<file path="config.mk">
export PLATFORM = sky130hd
export DESIGN_NAME = spi_reg_fifo
export DESIGN_NICKNAME = d
export VERILOG_FILES = /design/src/rtl/spi_reg_fifo.sv
export SDC_FILE = /design/constraint.sdc
export NUM_CORES = 1
export LEC_CHECK = 0
export CORE_MARGIN = 5
export CORE_UTILIZATION = 23
export CTS_BUF_LIST = sky130_fd_sc_hd__clkbuf_16
export DETAILED_ROUTE_END_ITERATION = 16
export DONT_BUFFER_PORTS = 1
export HOLD_SLACK_MARGIN = 0.15
export PLACE_DENSITY = 0.47
export SKIP_LAST_GASP = 1
export SYNTH_ARGS = -nofsm -noshare
export SYNTH_HDL_FRONTEND = slang
export SYNTH_SLANG_ARGS = --single-unit
export TNS_END_PERCENT = 100
</file>
<file path="constraint.sdc">
create_clock -name S_AXI_ACLK -period 5.3 [get_ports S_AXI_ACLK]
set_clock_uncertainty 0.2 [all_clocks]
set_input_delay 1.06 -clock S_AXI_ACLK [delete_from_list [all_inputs] [get_ports S_AXI_ACLK]]
set_output_delay 1.06 -clock S_AXI_ACLK [all_outputs]
set_load 0.01 [all_outputs]
</file>
<file path="src/rtl/spi_reg_fifo.sv">
// SPI register-file front end: byte-strobed control registers, TX/RX FIFOs,
// sticky W1C events, maskable level interrupt and a registered read port.
module spi_reg_fifo #(
  parameter int         C_S_AXI_DATA_WIDTH = 32,
  parameter int         C_S_AXI_ADDR_WIDTH = 12,
  parameter logic [3:0] C_SPI_BASE         = 4'h0,
  parameter int         TXF_DEPTH          = 8,
  parameter int         RXF_DEPTH          = 8
) (
  input  logic                          S_AXI_ACLK,
  input  logic                          S_AXI_ARESETN,
  input  logic [C_S_AXI_ADDR_WIDTH-1:0] S_AXI_AWADDR,
  input  logic [C_S_AXI_DATA_WIDTH-1:0] S_AXI_WDATA,
  input  logic [3:0]                    S_AXI_WSTRB,
  input  logic [C_S_AXI_ADDR_WIDTH-1:0] S_AXI_ARADDR,
  input  logic                          spi_reg_wren,
  input  logic                          spi_reg_rden,
  output logic [C_S_AXI_DATA_WIDTH-1:0] spi_reg_data,
  output logic [C_S_AXI_DATA_WIDTH-1:0] spmode,
  output logic [C_S_AXI_DATA_WIDTH-1:0] spcom,
  output logic [C_S_AXI_DATA_WIDTH-1:0] tx_data,
  output logic                          tx_valid,
  input  logic                          tx_ready,
  input  logic [C_S_AXI_DATA_WIDTH-1:0] rx_data,
  input  logic                          rx_valid,
  input  logic                          spi_done,
  output logic                          spi_irq
);
  localparam int DW  = C_S_AXI_DATA_WIDTH;
  localparam int TPW = $clog2(TXF_DEPTH);
  localparam int RPW = $clog2(RXF_DEPTH);
  localparam logic [TPW:0] TX_FULL = (TPW+1)'(TXF_DEPTH);
  localparam logic [RPW:0] RX_FULL = (RPW+1)'(RXF_DEPTH);

  logic [DW-1:0]  spmode_q, spmode_d, spim_q, spim_d, spcom_q, spcom_d;
  logic [DW-1:0]  rdata_q, rdata_d, rd_mux, wmask, spie_val;
  logic           don_q, don_d, rxovf_q, rxovf_d, txovf_q, txovf_d, irq_q, irq_d;
  logic [DW-1:0]  tx_mem_q [TXF_DEPTH];
  logic [DW-1:0]  rx_mem_q [RXF_DEPTH];
  logic [TPW-1:0] tx_wr_ptr_q, tx_rd_ptr_q;
  logic [RPW-1:0] rx_wr_ptr_q, rx_rd_ptr_q;
  logic [TPW:0]   tx_cnt_q, tx_cnt_d;
  logic [RPW:0]   rx_cnt_q, rx_cnt_d;

  logic       wr_hit, rd_hit;
  logic [5:0] wr_word, rd_word;
  logic       wr_spmode, wr_spie, wr_spim, wr_spcom, wr_spitf;
  logic       tx_full, rx_full, rx_empty, tx_push, tx_pop, rx_push, rx_pop;
  logic       unused_addr_bits;

  assign wr_hit    = spi_reg_wren && (S_AXI_AWADDR[11:8] == C_SPI_BASE);
  assign rd_hit    = spi_reg_rden && (S_AXI_ARADDR[11:8] == C_SPI_BASE);
  assign wr_word   = S_AXI_AWADDR[7:2];
  assign rd_word   = S_AXI_ARADDR[7:2];
  assign wr_spmode = wr_hit && (wr_word == 6'h0);
  assign wr_spie   = wr_hit && (wr_word == 6'h1);
  assign wr_spim   = wr_hit && (wr_word == 6'h2);
  assign wr_spcom  = wr_hit && (wr_word == 6'h3);
  assign wr_spitf  = wr_hit && (wr_word == 6'h4) && (S_AXI_WSTRB != 4'b0000);
  assign unused_addr_bits = ^{S_AXI_AWADDR[1:0], S_AXI_ARADDR[1:0]};

  for (genvar gi = 0; gi < 4; gi++) begin : g_wmask
    assign wmask[gi*8 +: 8] = {8{S_AXI_WSTRB[gi]}};
  end

  assign spmode_d = wr_spmode ? ((spmode_q & ~wmask) | (S_AXI_WDATA & wmask)) : spmode_q;
  assign spim_d   = wr_spim   ? ((spim_q   & ~wmask) | (S_AXI_WDATA & wmask)) : spim_q;
  assign spcom_d  = wr_spcom  ? ((spcom_q  & ~wmask) | (S_AXI_WDATA & wmask)) : spcom_q;

  // Full/empty come from the registered counts, so a push at full is dropped
  // even when the same cycle pops.
  assign tx_full  = (tx_cnt_q == TX_FULL);
  assign rx_full  = (rx_cnt_q == RX_FULL);
  assign rx_empty = (rx_cnt_q == '0);
  assign tx_valid = (tx_cnt_q != '0);
  assign tx_push  = wr_spitf && !tx_full;
  assign tx_pop   = tx_valid && tx_ready;
  assign rx_push  = rx_valid && !rx_full;
  assign rx_pop   = rd_hit && (rd_word == 6'h5) && !rx_empty;
  assign tx_cnt_d = tx_cnt_q + (TPW+1)'(tx_push) - (TPW+1)'(tx_pop);
  assign rx_cnt_d = rx_cnt_q + (RPW+1)'(rx_push) - (RPW+1)'(rx_pop);

  // Hardware set is OR-ed in after the clear so it wins a same-cycle W1C.
  assign don_d   = (don_q   & ~(wr_spie & S_AXI_WDATA[0])) | spi_done;
  assign rxovf_d = (rxovf_q & ~(wr_spie & S_AXI_WDATA[1])) | (rx_valid && rx_full);
  assign txovf_d = (txovf_q & ~(wr_spie & S_AXI_WDATA[2])) | (wr_spitf && tx_full);
  assign spie_val = DW'({!tx_full, !rx_empty, txovf_q, rxovf_q, don_q});
  assign irq_d    = |(spie_val & spim_q);

  always_comb begin
    rd_mux = '0;
    if (rd_hit) begin
      case (rd_word)
        6'h0:    rd_mux = spmode_q;
        6'h1:    rd_mux = spie_val;
        6'h2:    rd_mux = spim_q;
        6'h3:    rd_mux = spcom_q;
        6'h5:    rd_mux = rx_empty ? '0 : rx_mem_q[rx_rd_ptr_q];
        6'h6:    rd_mux = DW'({8'(rx_cnt_q), 8'(tx_cnt_q)});
        default: rd_mux = '0;
      endcase
    end
  end
  assign rdata_d = spi_reg_rden ? rd_mux : rdata_q;

  always_ff @(posedge S_AXI_ACLK or negedge S_AXI_ARESETN) begin
    if (!S_AXI_ARESETN) begin
      spmode_q    <= '0;
      spim_q      <= '0;
      spcom_q     <= '0;
      rdata_q     <= '0;
      don_q       <= 1'b0;
      rxovf_q     <= 1'b0;
      txovf_q     <= 1'b0;
      irq_q       <= 1'b0;
      tx_wr_ptr_q <= '0;
      tx_rd_ptr_q <= '0;
      tx_cnt_q    <= '0;
      rx_wr_ptr_q <= '0;
      rx_rd_ptr_q <= '0;
      rx_cnt_q    <= '0;
    end else begin
      spmode_q <= spmode_d;
      spim_q   <= spim_d;
      spcom_q  <= spcom_d;
      rdata_q  <= rdata_d;
      don_q    <= don_d;
      rxovf_q  <= rxovf_d;
      txovf_q  <= txovf_d;
      irq_q    <= irq_d;
      tx_cnt_q <= tx_cnt_d;
      rx_cnt_q <= rx_cnt_d;
      if (tx_push) tx_wr_ptr_q <= tx_wr_ptr_q + TPW'(1);
      if (tx_pop)  tx_rd_ptr_q <= tx_rd_ptr_q + TPW'(1);
      if (rx_push) rx_wr_ptr_q <= rx_wr_ptr_q + RPW'(1);
      if (rx_pop)  rx_rd_ptr_q <= rx_rd_ptr_q + RPW'(1);
    end
  end

  // FIFO storage carries no reset; every read of it is gated by a count.
  always_ff @(posedge S_AXI_ACLK) begin
    if (tx_push) tx_mem_q[tx_wr_ptr_q] <= S_AXI_WDATA;
    if (rx_push) rx_mem_q[rx_wr_ptr_q] <= rx_data;
  end

  assign tx_data      = tx_valid ? tx_mem_q[tx_rd_ptr_q] : '0;
  assign spmode       = spmode_q;
  assign spcom        = spcom_q;
  assign spi_irq      = irq_q;
  assign spi_reg_data = rdata_q;
endmodule

</file>
==> impl_metrics.csv, run 1 <==
group,metric,value,unit
outcome,status,"finished, final reports clean",
grt,grt_start_max_net_pins,153,
die,initial_utilization,23.2,%
grt,antenna_found_initial,11,
synth,async_reset_ff_share,22.9,%
die,boundaryPins,229,
job,drv_cap,0,
worst_setup_path,required,4.04,ns
worst_setup_path,cp-end-kind,"output port",
power_and_ir_drop,leakagePower,10.7,nW
clocking,root_buffer,"clkbuf_16",
finish,fill_cells,11353,
worst_setup_path,critPathMaxFanout,28,
power_and_ir_drop,peakVddDrop,0.000277,V
finish,fin_cells,3018,
sta,rsz0062_at_grt,"no",
sta,timing.fmax,0.251,GHz
synth,netlist_top_cells_area,"edfxtp_1 58%, dfrtp_1 14%, mux4_2 11%, mux2_2 4.9%, mux2i_1 1.4%",
power_and_ir_drop,switchingPower,3.49,mW
sta,period_minus_slack,3.98,ns
finish,drive_gt1_share,30.4,%
sta,setup_tns,0,ns
synth,synth_area_per_cell,19.2,um^2
sta,worst_slew_pin_slew,1.23,ns
worst_setup_path,critPathKind,"register to output port",
clocking,cts_post_setup_buffers_inserted,0,
grt,grt_pass1_vias,14305,
synth,ys.flop_type,"edfxtp_1",
die,die_h,350,um
drt,wirelength,77100,um
synth,syn-num-nets,1500,
grt,grt_pass1_wl,109000,um
clocking,cts_resized,0,
grt,gr-total-overflow,0,
drt,vias,13246,
worst_setup_path,critPathSlowestCell,"dfrtp_4",
synth,syn_inst,1383,
clocking,cts.sinks,664,
placed_design,dp_cells,2869,
synth,ys_types,53,
die,die_w,350,um
synth,synth_seq_cells,664,
finish,final_cell_mix,"512 x edfxtp_1, 147 x dfrtp_1, 128 x mux4_2",
placed_design,io_buffers,0,
worst_setup_path,worst_setup_path_start_kind,"register",
synth,yosysTopAreaCellShare,57.9,%
sta,hold_viol_final,0,
drt,via_per_inst,4.39,
synth,syn_area,0.0266,mm^2
drt,drt.antenna.violating_nets,0,
clocking,cts_made_buffers,79,
synth,synth_seq_area_share,72.2,%
sta,setup_viol,0,
synth,yosysTopAreaCell,"edfxtp_1",
drt,routedWlPerCell,25.5,um
clocking,cts_tree,"built",
power_and_ir_drop,p_seq_share,45.3,%
power_and_ir_drop,p_clk_share,40.4,%
power_and_ir_drop,p_int,10.3,mW
synth,ys_warn_count,0,
finish,syn2layout_area_growth,17.9,%
synth,synth_edf_count,512,
die,rows,124,
finish,num-nets-final,1556,
drt,drt_iter0_drc,1033,
sta,slew_violations,0,
placed_design,routabilityCongestion,0.741,
die,coreArea,0.115,mm^2
power_and_ir_drop,switching_share,25.3,%
worst_setup_path,crit_arrival,2.72,ns
placed_design,hpwl,51300,um
min_path,hold_class,"input pin to async pin",
clocking,hold_buffers,1,
sta,finalCritPeriodShare,75.1,%
drt,drt_first_pass_iters,6,
clocking,h-tree-depth,3,
worst_setup_path,crit_chain,"buf_12, mux4_2, mux2i_1, nor2_1",
power_and_ir_drop,power_density,440,mW/mm^2
worst_setup_path,max_stage_delay,0.82,ns
clocking,clk-insertion-delay-late,0.62,ns
clocking,clkTransAtPathRegs,0.06,ns
power_and_ir_drop,p_comb_share,14.3,%
finish,layout.area.seq,0.0192,mm^2
clocking,clockBufferDepth,3,
finish,multiInputGateArea,0.00704,mm^2
die,dieArea,0.122,mm^2
sta,max_slew_margin,18.3,%
drt,drc_errors,0,
grt,track_usage,12.5,%
finish,mostFrequentLayoutCell,"edfxtp_1",
==> synthesized netlist by cell type, drive strengths merged, types with 2 or more instances <==
cell / instances
dfrtp: 152
xnor2: 5
nor3b: 3
nand2: 19
a21oi: 2
and3: 7
edfxtp: 512
mux2i: 36
mux4: 128
o21ai: 33
nand2b: 10
nor4: 16
ha: 16
a31oi: 32
nand3: 7
nor2: 49
fa: 2
xor2: 6
buf: 32
a32o: 2
clkbuf: 38
mux2: 131
inv: 27
nor3: 31
or3b: 2
or4: 4
a21o: 3
nor4b: 7
nor2b: 34
a222oi: 24
or4b: 2
==> per-stage QoR <==
stage | hold WS, ns | power, mW | worst slack [ns] | util (%) | cell area (um^2)
after floorplan | 0.264 | 7.74 | 0.165 | - | 26600
after global placement | 0.288 | 8.36 | 1.18 | 25.0 | 28600
after detailed placement | 0.295 | 8.39 | 1.20 | 25.0 | 28600
after CTS | 0.273 | 14.1 | 1.13 | 27.4 | 31300
after global routing | 0.285 | 14.4 | 1.13 | 27.4 | 31300
final | 0.282 | 13.8 | 1.32 | 27.4 | 31300
==> logic make-up after synthesis <==
kind of cell / synth area share (%)
and+or+nand+nor: 4.23
muxes: 18.0
DFF: 72.2
buffers and inverters: 1.70
adders and majority gates: 0.904
xor gates and xnor gates: 0.363
AOI/OAI and AO/OA: 2.61
==> worst max-delay path: cells and delay by family, from the launching register on <==
family        cells  cell delay [ns]
mux               2             0.79
buf+inv           1             0.30
simple gates      1             0.14
flops             1             0.82
==> power groups by stage <==
| stage | sequential, mW | clock [mW] | combinational [mW] |
|---|---|---|---|
| finish | 6.24 | 5.58 | 1.97 |
| global route | 6.29 | 5.95 | 2.16 |
| CTS | 6.26 | 5.74 | 2.06 |
| detailed placement | 6.37 | 0 | 2.03 |
| global placement | 6.34 | 0 | 2.01 |
| floorplan | 6.18 | 0 | 1.55 |
==> per-layer routing <==
metal | vias to the layer above | wire length (um) | global-route usage [%]
met1 | 7041 | 31700 | 15.6
met5 | - | 13 | 0
met2 | 385 | 35000 | 19.4
met4 | 2 | 1670 | 3.43
li1 | 5713 | - | -
met3 | 105 | 8690 | 6.07
==> final timing paths <==
check	startpoint	to	slack (ns)	cells past startpoint
max in group asynchronous	S_AXI_ARESETN	async pin	3.98	1
min in group S_AXI_ACLK	register	register	0.31	1
setup reg to reg	rx_cnt_q[2]	rx_cnt_q[2]	2.33	10
setup / recovery	tx_rd_ptr_q[0]	tx_data[25]	1.32	4
hold reg to reg	register	register	0.31	1
hold / removal	S_AXI_ARESETN	async pin	0.28	1
==> area by class of cell <==
type | instances | share of cell area (%)
Clock buffer | 84 | 6.71
Sequential cell | 664 | 61.3
Antenna cell | 2 | 0.0160
Timing Repair Buffer | 46 | 1.25
Inverter | 27 | 0.324
Clock inverter | 62 | 1.93
Tap cell | 1512 | 6.04
Multi-Input combinational cell | 621 | 22.5
Note: power is estimated with default switching activity, not from simulation.
==> run 2: changes to the inputs <==
--- a/config.mk
+++ b/config.mk
@@ -11,7 +11,7 @@
 export DETAILED_ROUTE_END_ITERATION = 16
 export DONT_BUFFER_PORTS = 1
 export HOLD_SLACK_MARGIN = 0.15
-export PLACE_DENSITY = 0.47
+export PLACE_DENSITY = 0.48
 export SKIP_LAST_GASP = 1
 export SYNTH_ARGS = -nofsm -noshare
 export SYNTH_HDL_FRONTEND = slang
==> constraint.sdc (replaced) <==
create_clock -name S_AXI_ACLK -period 3.27 [get_ports S_AXI_ACLK]
set_clock_uncertainty 0.2 [all_clocks]
set_input_delay 0.654 -clock S_AXI_ACLK [delete_from_list [all_inputs] [get_ports S_AXI_ACLK]]
set_output_delay 0.654 -clock S_AXI_ACLK [all_outputs]
set_load 0.01 [all_outputs]
==> run 2 against run 1 <==
Largest power group unchanged. Largest cell class unchanged. The flow now finishes with violations (negative hold slack). Combinational power rose by 95%. Final cell count rose by 3.3%. Non-clock buffer count rose by 103. Register-to-register slack got worse by 2.0 ns. First-iteration DRC count rose by 18%. Critical path depth did not move. Count of clock-buffer cells in the layout fell by 6.
==> impl_metrics.csv, run 2 (synthesis results as in run 1) <==
group,metric,value,unit
outcome,status,"finished with violations",
outcome,violations,"negative hold slack",
clocking,cts_tree,"built",
power_and_ir_drop,leakagePower,11.1,nW
clocking,cts_made_buffers,77,
power_and_ir_drop,power_density,686,mW/mm^2
finish,drive_gt1_share,31.1,%
sta,whs,-0.446,ns
grt,grt_use_met3,5.33,%
grt,grtUsageMet2,19.7,%
sta,max_slew_margin,21.3,%
worst_setup_path,reg2reg_from,"rx_cnt_q[2]",
worst_setup_path,worst_setup_path_start_kind,"register",
placed_design,routabilityCongestion,0.758,
job,drv_cap,0,
drt,routedWlPerCell,25.3,um
drt,vias,13732,
finish,mostFrequentLayoutCell,"edfxtp_1",
die,die_w,350,um
finish,final_cell_mix,"512 x edfxtp_1, 147 x dfrtp_1, 128 x mux4_2",
drt,via_per_inst,4.40,
die,initial_utilization,23.2,%
finish,final_util,28.4,%
grt,use_met1,16.5,%
finish,fin_cells,3119,
grt,grt_start_max_net_pins,153,
sta,period_minus_slack,3.17,ns
placed_design,io_buffers,0,
die,dieArea,0.122,mm^2
grt,gr-total-overflow,0,
die,die_h,350,um
clocking,hold_buffers,67,
power_and_ir_drop,p_int,16.4,mW
worst_setup_path,critPathSlowestCell,"dfrtp_4",
worst_setup_path,crit_chain,"buf_4, mux4_2, mux2i_1, nor2_1",
clocking,clockBufferDepth,3,
clocking,h-tree-depth,3,
die,boundaryPins,229,
sta,slew_violations,0,
drt,wirelength,78900,um
placed_design,hpwl,51900,um
finish,num-nets-final,1657,
sta,timing.fmax,0.315,GHz
sta,setup_tns,0,ns
power_and_ir_drop,peakVddDrop,0.000374,V
drt,drt.antenna.violating_nets,0,
worst_setup_path,required,2.42,ns
grt,grt_pass1_wl,112000,um
clocking,clk-insertion-delay-late,0.61,ns
sta,rsz0062_at_grt,"yes",
die,rows,124,
worst_setup_path,crit_arrival,2.32,ns
sta,hold_viol_final,152,
power_and_ir_drop,switching_share,26.6,%
grt,track_usage,12.7,%
grt,grt-busiest-layer,"met2",
sta,finalCritPeriodShare,97.0,%
clocking,clkTransAtPathRegs,0.06,ns
clocking,cts.sinks,664,
placed_design,dp_worst_setup_slack,0.102,ns
sta,worst_slew_pin_slew,1.18,ns
sta,setup_viol,0,
power_and_ir_drop,p_clk_share,37.8,%
grt,grt_pass1_vias,14559,
drt,drt_iter0_drc,1214,
clocking,root_buffer,"clkbuf_16",
drt,drc_errors,0,
finish,design_area,0.0325,mm^2
power_and_ir_drop,switchingPower,5.92,mW
drt,drt_first_pass_iters,6,
finish,fill_cells,11354,
die,coreArea,0.115,mm^2
worst_setup_path,cp-end-kind,"output port",
grt,antenna_found_initial,21,
worst_setup_path,critPathKind,"register to output port",
power_and_ir_drop,p_total,22.3,mW
finish,syn2layout_area_growth,22.2,%
sta,setup_slack,0.0966,ns
worst_setup_path,critPathMaxFanout,7,
power_and_ir_drop,p_seq_share,45.0,%
worst_setup_path,crit_path_start,"tx_rd_ptr_q[0]",
placed_design,place_area,0.0292,mm^2
power_and_ir_drop,p_comb_share,17.2,%
min_path,hold_class,"input pin to async pin",
placed_design,dp_cells,2896,
worst_setup_path,max_stage_delay,0.54,ns
## run 2: changes by cell type in the layout (fill, tap and decap cells not counted), moves of 5 or more
cell and delta:
nor3_2 -6, inv_6 +7, buf_12 +28, inv_1 -6
buf_4 +6, nor3_4 +6, bufinv_16 -5, clkbuf_16 -5
dlygate4sd3_1 +66
## run 2: layout make-up
cell class | count | area, um^2 | area share (%)
flip-flops and latches | 664 | 19200 | 59.1
inverters | 27 | 101 | 0.312
repair buffers | 149 | 1700 | 5.25
clock buffers | 78 | 1950 | 6.01
diodes | 6 | 15.0 | 0.0462
clock inverters | 62 | 518 | 1.60
well taps | 1512 | 1890 | 5.83
multi-input cells | 621 | 7090 | 21.8
## run 2: critical path, delay by kind of cell, from the launching register on
| kind | cells | cell delay, ns |
|---|---|---|
| buf+inv | 1 | 0.19 |
| simple gates | 1 | 0.15 |
| mux | 2 | 0.82 |
| flops | 1 | 0.54 |
## run 2: layer usage
metal / wire length, um / part of all wire (%)
met1: 33700 / 43
met2: 36100 / 46
met3: 7620 / 9.6
met4: 1470 / 1.9
met5: 64 / 0.081
## run 2: worst paths after layout
| path | endpoint | slack (ns) | depth (start not counted) |
|---|---|---|---|
| max in group asynchronous | tx_rd_ptr_q[0] | 2.94 | 0 |
| hold / removal | async pin | -0.45 | 0 |
| hold reg to reg | register | 0.31 | 1 |
| min in group S_AXI_ACLK | tx_rd_ptr_q[0] | 0.23 | 2 |
| setup / recovery | tx_data[24] | 0.1 | 4 |
| setup reg to reg | rx_cnt_q[2] | 0.36 | 10 |
## run 2: repair_timing
item / 4_1_cts / 5_1_grt
gates cloned: 0 / 1
gates resized for setup: 4 / 2
buffers inserted: 2 / 7
endpoints found under the hold margin: 795 / 152
endpoints found under the setup margin: 27 / 14
## run 2: power groups by stage
stage / combinational [mW] / sequential, mW / clock, mW
final: 3.84 / 10.0 / 8.43
after CTS: 3.84 / 10.0 / 8.69
after global routing: 4.21 / 10.1 / 9.04
after floorplan: 2.52 / 10.0 / 0
after global placement: 3.55 / 10.2 / 0
after detailed placement: 3.57 / 10.2 / 0
